File: src/rtl/parity_frame_gen.sv
// Streaming even/odd parity generator/checker: accumulates parity over a frame of
// up to MAX_FRAME words and emits one registered result beat per frame.
module parity_frame_gen #(
    parameter  int unsigned DATA_W    = 8,
    parameter  int unsigned MAX_FRAME = 16,
    localparam int unsigned CNT_W     = $clog2(MAX_FRAME + 1)
) (
    input  logic              clk,
    input  logic              rst,
    input  logic [DATA_W-1:0] data_in,
    input  logic              valid_in,
    input  logic              last_in,
    input  logic              odd_in,
    input  logic              check_in,
    input  logic              parity_in,
    output logic              ready_out,
    output logic              valid_out,
    input  logic              ready_in,
    output logic              parity_out,
    output logic [CNT_W-1:0]  frame_len_out,
    output logic              error_out,
    output logic              trunc_out
);

    localparam logic [CNT_W-1:0] MAX_CNT = CNT_W'(MAX_FRAME);

    typedef enum logic {ACCUM, EMIT} state_t;

    state_t           r_state, w_state_nxt;
    logic             r_acc, w_acc_nxt;
    logic [CNT_W-1:0] r_cnt, w_cnt_nxt, w_cnt_inc;
    logic             r_odd, w_odd_nxt, w_odd;
    logic             r_check, w_check_nxt, w_check;
    logic             r_ready, r_valid;
    logic             r_parity, w_parity_nxt;
    logic [CNT_W-1:0] r_len, w_len_nxt;
    logic             r_err, w_err_nxt;
    logic             r_trunc, w_trunc_nxt;
    logic             w_accept, w_first;

    assign w_accept  = r_ready & valid_in;
    assign w_first   = (r_cnt == '0);
    assign w_cnt_inc = r_cnt + CNT_W'(1);
    // Mode bits take effect on the first word itself so single-word frames work.
    assign w_odd     = w_first ? odd_in   : r_odd;
    assign w_check   = w_first ? check_in : r_check;

    always_comb begin
        w_state_nxt  = r_state;
        w_acc_nxt    = r_acc;
        w_cnt_nxt    = r_cnt;
        w_odd_nxt    = r_odd;
        w_check_nxt  = r_check;
        w_parity_nxt = r_parity;
        w_len_nxt    = r_len;
        w_err_nxt    = r_err;
        w_trunc_nxt  = r_trunc;
        case (r_state)
            ACCUM: begin
                if (w_accept) begin
                    w_acc_nxt   = r_acc ^ (^data_in);
                    w_cnt_nxt   = w_cnt_inc;
                    w_odd_nxt   = w_odd;
                    w_check_nxt = w_check;
                    if (last_in || (w_cnt_inc == MAX_CNT)) begin
                        w_state_nxt  = EMIT;
                        w_parity_nxt = w_acc_nxt ^ w_odd;
                        w_len_nxt    = w_cnt_inc;
                        w_err_nxt    = w_check & (parity_in ^ w_parity_nxt);
                        w_trunc_nxt  = ~last_in;
                    end
                end
            end
            EMIT: begin
                if (ready_in) begin
                    w_state_nxt  = ACCUM;
                    w_acc_nxt    = 1'b0;
                    w_cnt_nxt    = '0;
                    w_parity_nxt = 1'b0;
                    w_len_nxt    = '0;
                    w_err_nxt    = 1'b0;
                    w_trunc_nxt  = 1'b0;
                end
            end
            default: w_state_nxt = ACCUM;
        endcase
    end

    always_ff @(posedge clk) begin
        if (rst) begin
            r_state  <= ACCUM;
            r_acc    <= 1'b0;
            r_cnt    <= '0;
            r_odd    <= 1'b0;
            r_check  <= 1'b0;
            r_ready  <= 1'b0;
            r_valid  <= 1'b0;
            r_parity <= 1'b0;
            r_len    <= '0;
            r_err    <= 1'b0;
            r_trunc  <= 1'b0;
        end else begin
            r_state  <= w_state_nxt;
            r_acc    <= w_acc_nxt;
            r_cnt    <= w_cnt_nxt;
            r_odd    <= w_odd_nxt;
            r_check  <= w_check_nxt;
            r_ready  <= (w_state_nxt == ACCUM);
            r_valid  <= (w_state_nxt == EMIT);
            r_parity <= w_parity_nxt;
            r_len    <= w_len_nxt;
            r_err    <= w_err_nxt;
            r_trunc  <= w_trunc_nxt;
        end
    end

    assign ready_out     = r_ready;
    assign valid_out     = r_valid;
    assign parity_out    = r_parity;
    assign frame_len_out = r_len;
    assign error_out     = r_err;
    assign trunc_out     = r_trunc;

endmodule

File: config.mk
export PLATFORM = sky130hd
export DESIGN_NAME = parity_frame_gen
export DESIGN_NICKNAME = d
export VERILOG_FILES = /design/src/rtl/parity_frame_gen.sv
export SDC_FILE = /design/constraint.sdc
export NUM_CORES = 1
export LEC_CHECK = 0
export ABC_AREA = 1
export BUFFER_PORTS_ARGS = -buffer_cell sky130_fd_sc_hd__buf_2
export CORE_ASPECT_RATIO = 1.1
export CORE_MARGIN = 2
export CORE_UTILIZATION = 47
export CTS_CLUSTER_SIZE = 24
export DETAILED_ROUTE_END_ITERATION = 7
export GPL_ROUTABILITY_DRIVEN = 0
export PLACE_DENSITY = 0.74
export RECOVER_POWER = 25
export SYNTH_ARGS = -nofsm -noshare
export SYNTH_HDL_FRONTEND = slang
export SYNTH_SLANG_ARGS = --single-unit
export TNS_END_PERCENT = 50
File: constraint.sdc
create_clock -name clk -period 1.5 [get_ports clk]
set_input_delay 0.225 -clock clk [delete_from_list [all_inputs] [get_ports clk]]
set_output_delay 0.225 -clock clk [all_outputs]
set_load 0.01 [all_outputs]
-- Word-level counts from Yosys, hierarchy flattened
Index checks and enable logic that the tools add are counted.
Widths: inputs -> output; s select.
- register bits: 18
- input port bits: 16
- output and inout bits: 10
- word-level logic and storage cells: 53
- $add $sub $neg: 1
- equal/unequal tests: 4
- multiplexer cells: 24
- bitwise logic cells: 8
- reductions and logical operators: 6
- operator list (kind ; number):
    $mux 5 ; 4
    $pmux 5 s2 ; 2
    $mux 1 ; 13
    $pmux 1 s2 ; 5
    $reduce_xor 8->1 ; 1
    $ne 2x2->1 const B ; 3
    $add 5x1->5 const B ; 1
    $eq 5x5->1 const B ; 1
    $logic_not 5->1 ; 1
    $reduce_and 2->1 ; 2
    $not 1->1 ; 3
    $reduce_and 3->1 ; 1
    $xor 1x1->1 ; 3
    $and 1x1->1 ; 2
    $logic_or 1x1->1 ; 1

-- Longest topological paths before layout
- word-level depth: 8
- gate-level depth with buffers: 13
- depth with buffers taken out: 13

-- Least setup slack after synthesis
Ideal clock, no wire load.
- path type: reg2reg
- start point: register r_cnt[1]
- end point: register r_err (netlist: error_out)
- library setup time: 69 ps
- arrival: 1432 ps
- required time: 1431 ps
- slack: -1 ps
- cell stages (with the launch flop): 13
- buffers on the path: 0
- clock period less this slack: 1501 ps
- path through: dfxtp_1 -> ha_1 -> nand2_1 -> inv_2 -> nand2_4 -> xnor2_2 -> nand3_1 -> nand2_2 -> nand2_4 -> inv_6 -> nor2_8 -> nand2_4 -> a21oi_2
- longest elaborated chain between the ends: 8
- elaborated cells on any way between the ends: 14
- those cells by class: 1 x add/sub; 2 x eq/ne; 5 x mux; 3 x bitwise; 3 x reduce/logical
- ends and longest elaborated chain (what ; RTL line ; source):
    start, declared ; 31 ; logic [CNT_W-1:0] r_cnt, w_cnt_nxt, w_cnt_inc;
    start signal, assigned ; 105 ; r_cnt <= w_cnt_nxt;
    parallel branches: the longest is 8 deep, another holds $add 5x1->5 ; n/a ;
    end signal, assigned ; 112 ; r_err <= w_err_nxt;
    end, declared ; 37 ; logic r_err, w_err_nxt;
Parallel ways; which one is timed is not known. The select of a mux whose other input is x is not followed.
A chain may end at the register's enable or synchronous reset.

-- Final worst setup path
Same ends and word-level chain as after synthesis.

==> impl_metrics.tcl <==
set metrics [dict create \
    final_common_cell "nand2_1" \
    finClkSkew_ns 0.002530 \
    drt-total-wl_um 2421 \
    wl_per_cell_um 10.91 \
    yosys.area.top_type_share_pct 33.84 \
    power.static_leakage_uw 0.0006945 \
    crit_required_ns 1.74 \
    layout-drive-gt1-share_pct 39.06 \
    cts_made_buffers 3 \
    ys_types 25 \
    fin_cells 222 \
    r2r_cells 12 \
    coreArea_um2 2207 \
    cts_sinks 18 \
    synthTopCellsByArea "dfxtp_1 (34%), nand2_1 (16%), inv_1 (6.7%), a21oi_2 (6.6%), nand3_1 (6.1%)" \
    drc 0 \
    ant_nets 0 \
    setup_viol 10 \
    diodes 0 \
    avgSynthCellArea_um2 7.005 \
    grt_setup_unrepaired "yes" \
    htreeDepth 1 \
    violations "negative setup slack" \
    drt_iter0_drc 12 \
    root_buffer "clkbuf_4" \
    worstHoldPathType "input pin to flop" \
    grt_max_degree 19 \
    final_area_um2 1401 \
    cts_tree "done" \
    worst_slack_ns -0.08978 \
    clk_pin_slew_ns 0.10 \
    hp-start "last_in" \
    hold_viol 0 \
    fp.dieW_um 49.38 \
    via_count 1041 \
    max-cap-violations 0 \
    post-route-util_pct 63.49 \
    slew_headroom_pct 72.44 \
    maxSlewViolCount 0 \
    grt_pass1_vias 977 \
    start_kind "flop" \
    cts_buffer_depth 2 \
    crit_path_end_kind "flop" \
    whs_path_depth 3 \
    arrival_ns 1.82 \
    io_buffer_count 25 \
    syn_area_um2 1065 \
    hold_ws_ns 0.2277 \
    tightest_slew_ns 0.4134 \
    outcome "finished with violations" \
    rr_startpoint "r_cnt[1]" \
    powerDensity_nw_per_um2 747.0 \
    yosysTopAreaCell "dfxtp_1" \
    crit_fanout 4 \
    ys_ff_latch 18 \
    place_inst 215 \
    r2r_slack_ns -0.09 \
    mostFrequentLayoutCells "nand2_1 (42), buf_2 (21), inv_1 (19)" \
    r2r_end "error_out" \
    grt_overflow 0 \
    worstSetupPathType "flop to flop" \
    io_pins 26 \
    fmaxAchievable_mhz 629.0 \
    synth_cells 152 \
    clock_latency_ns 0.29 \
    post-dp-hpwl_um 1809 \
    grt_pass1_wl_um 4002 \
    fp.dieH_um 53.92 \
    core.rowCount 18 \
    firstDrtPassIters 4 \
    grt.total_usage_pct 19.54 \
    period_share_pct 106.0 \
    dieArea_um2 2663 \
    min_to "frame_len_out[3]" \
    synth_seq_area_share_pct 33.84 \
    yosys_warnings 0 \
    crit_start "r_cnt[1]" \
    syn_to_final_growth_pct 31.61 \
    antenna_found_initial 0 \
    routed_via_density 4.689 \
    cts.hold.buffers_added 0 \
    fin_crit_ns 1.590 \
    start_util_pct 48.24 \
    final_nets 211 \
    place_area_um2 1291 \
    vdd_ir_drop_max_uv 647.5 \
    syn_nets 170 \
]
==> stage by stage <==
stage	total power (uW)	TNS [ns]	setup WS [ns]
2_1_floorplan	662.6	-0.0009597	-0.0009597
3_3_place_gp	729.4	-0.1007	-0.02335
3_5_place_dp	739.9	-0.9729	-0.1574
4_1_cts	1046	-0.7207	-0.1274
5_1_grt	1111	-1.725	-0.1945
6_report	1047	-0.6075	-0.08978
==> cell usage after synthesis <==
cell type and count:
dfxtp_1 18, clkinv_1 1, inv_2 2, xor2_1 2
xnor2_2 1, nand3_2 1, inv_1 19, a211oi_1 1
nor2_2 1, inv_6 2, or2_2 1, buf_4 1
o21ai_1 1, nor2_1 9, nand2_1 45, nand3_1 13
o21ai_0 3, clkbuf_1 1, nand2_2 8, nand2_4 3
nand3b_1 1, a21oi_2 8, nor2_8 1, a21oi_1 7
ha_1 2
==> flip-flops by register name (all words and copies together) (netlist names) <==
name,count
r_check,1
r_odd,1
valid_out,1
r_cnt,5
frame_len_out,5
r_acc,1
trunc_out,1
error_out,1
ready_out,1
parity_out,1
==> per-layer routing <==
metal / global-route usage, % / routed length [um] / up-vias
met1: 22.05 / 1022 / 470
li1: - / - / 551
met3: 5.000 / 77 / 2
met5: 0 / 0 / -
met4: 2.778 / 15 / 0
met2: 38.29 / 1305 / 18
==> how the worst max path moves through the flow <==
stage	slack, ns	endpoint
6_report	-0.09	error_out
5_1_grt	-0.19	error_out
4_1_cts	-0.13	frame_len_out[0]
3_5_place_dp	-0.16	frame_len_out[0]
3_3_place_gp	-0.02	error_out
2_1_floorplan	-0.001	error_out
==> cells by family after synthesis <==
logic type | Yosys count | synth area share [%]
AOI/OAI and AO/OA | 20 | 12.46
xor gates and xnor gates | 3 | 3.173
adders and majority gates | 2 | 2.350
buffers and inverters | 26 | 10.46
DFF | 18 | 33.84
and+or+nand+nor | 83 | 37.72
==> report_power, final <==
group / internal [uW] / total [uW] / switching, uW
clock: 148 / 301 / 153
combinational: 96.1 / 239 / 143
sequential: 494 / 507 / 13.5
total: 738 / 1050 / 309
==> timing repair <==
item                       CTS  global route
setup endpoints to repair   10            11
setup buffers                2             1
cloned                       0             0
pin swaps                    7            14
gates resized for setup      6            12
==> final cells by class <==
type                            count  area, um2
Clock buffer                        4      36.28
Fill cell                         229      805.8
Inverter                           24      100.1
Multi-Input combinational cell    108      630.6
Sequential cell                    18      367.9
Tap cell                           30      37.54
Timing Repair Buffer               38      229.0
==> critical path: stages, from the launching register on <==
cell,delay (ns)
dfxtp_4,0.39
ha_4,0.14
nand2_2,0.06
inv_2,0.08
nand2_4,0.05
xnor2_2,0.15
nand3_1,0.11
nand2_2,0.09
nand2_4,0.07
buf_6,0.13
nor2_4,0.07
nand3_2,0.07
a21oi_2,0.13
Power figures use the tool's default switching activity.
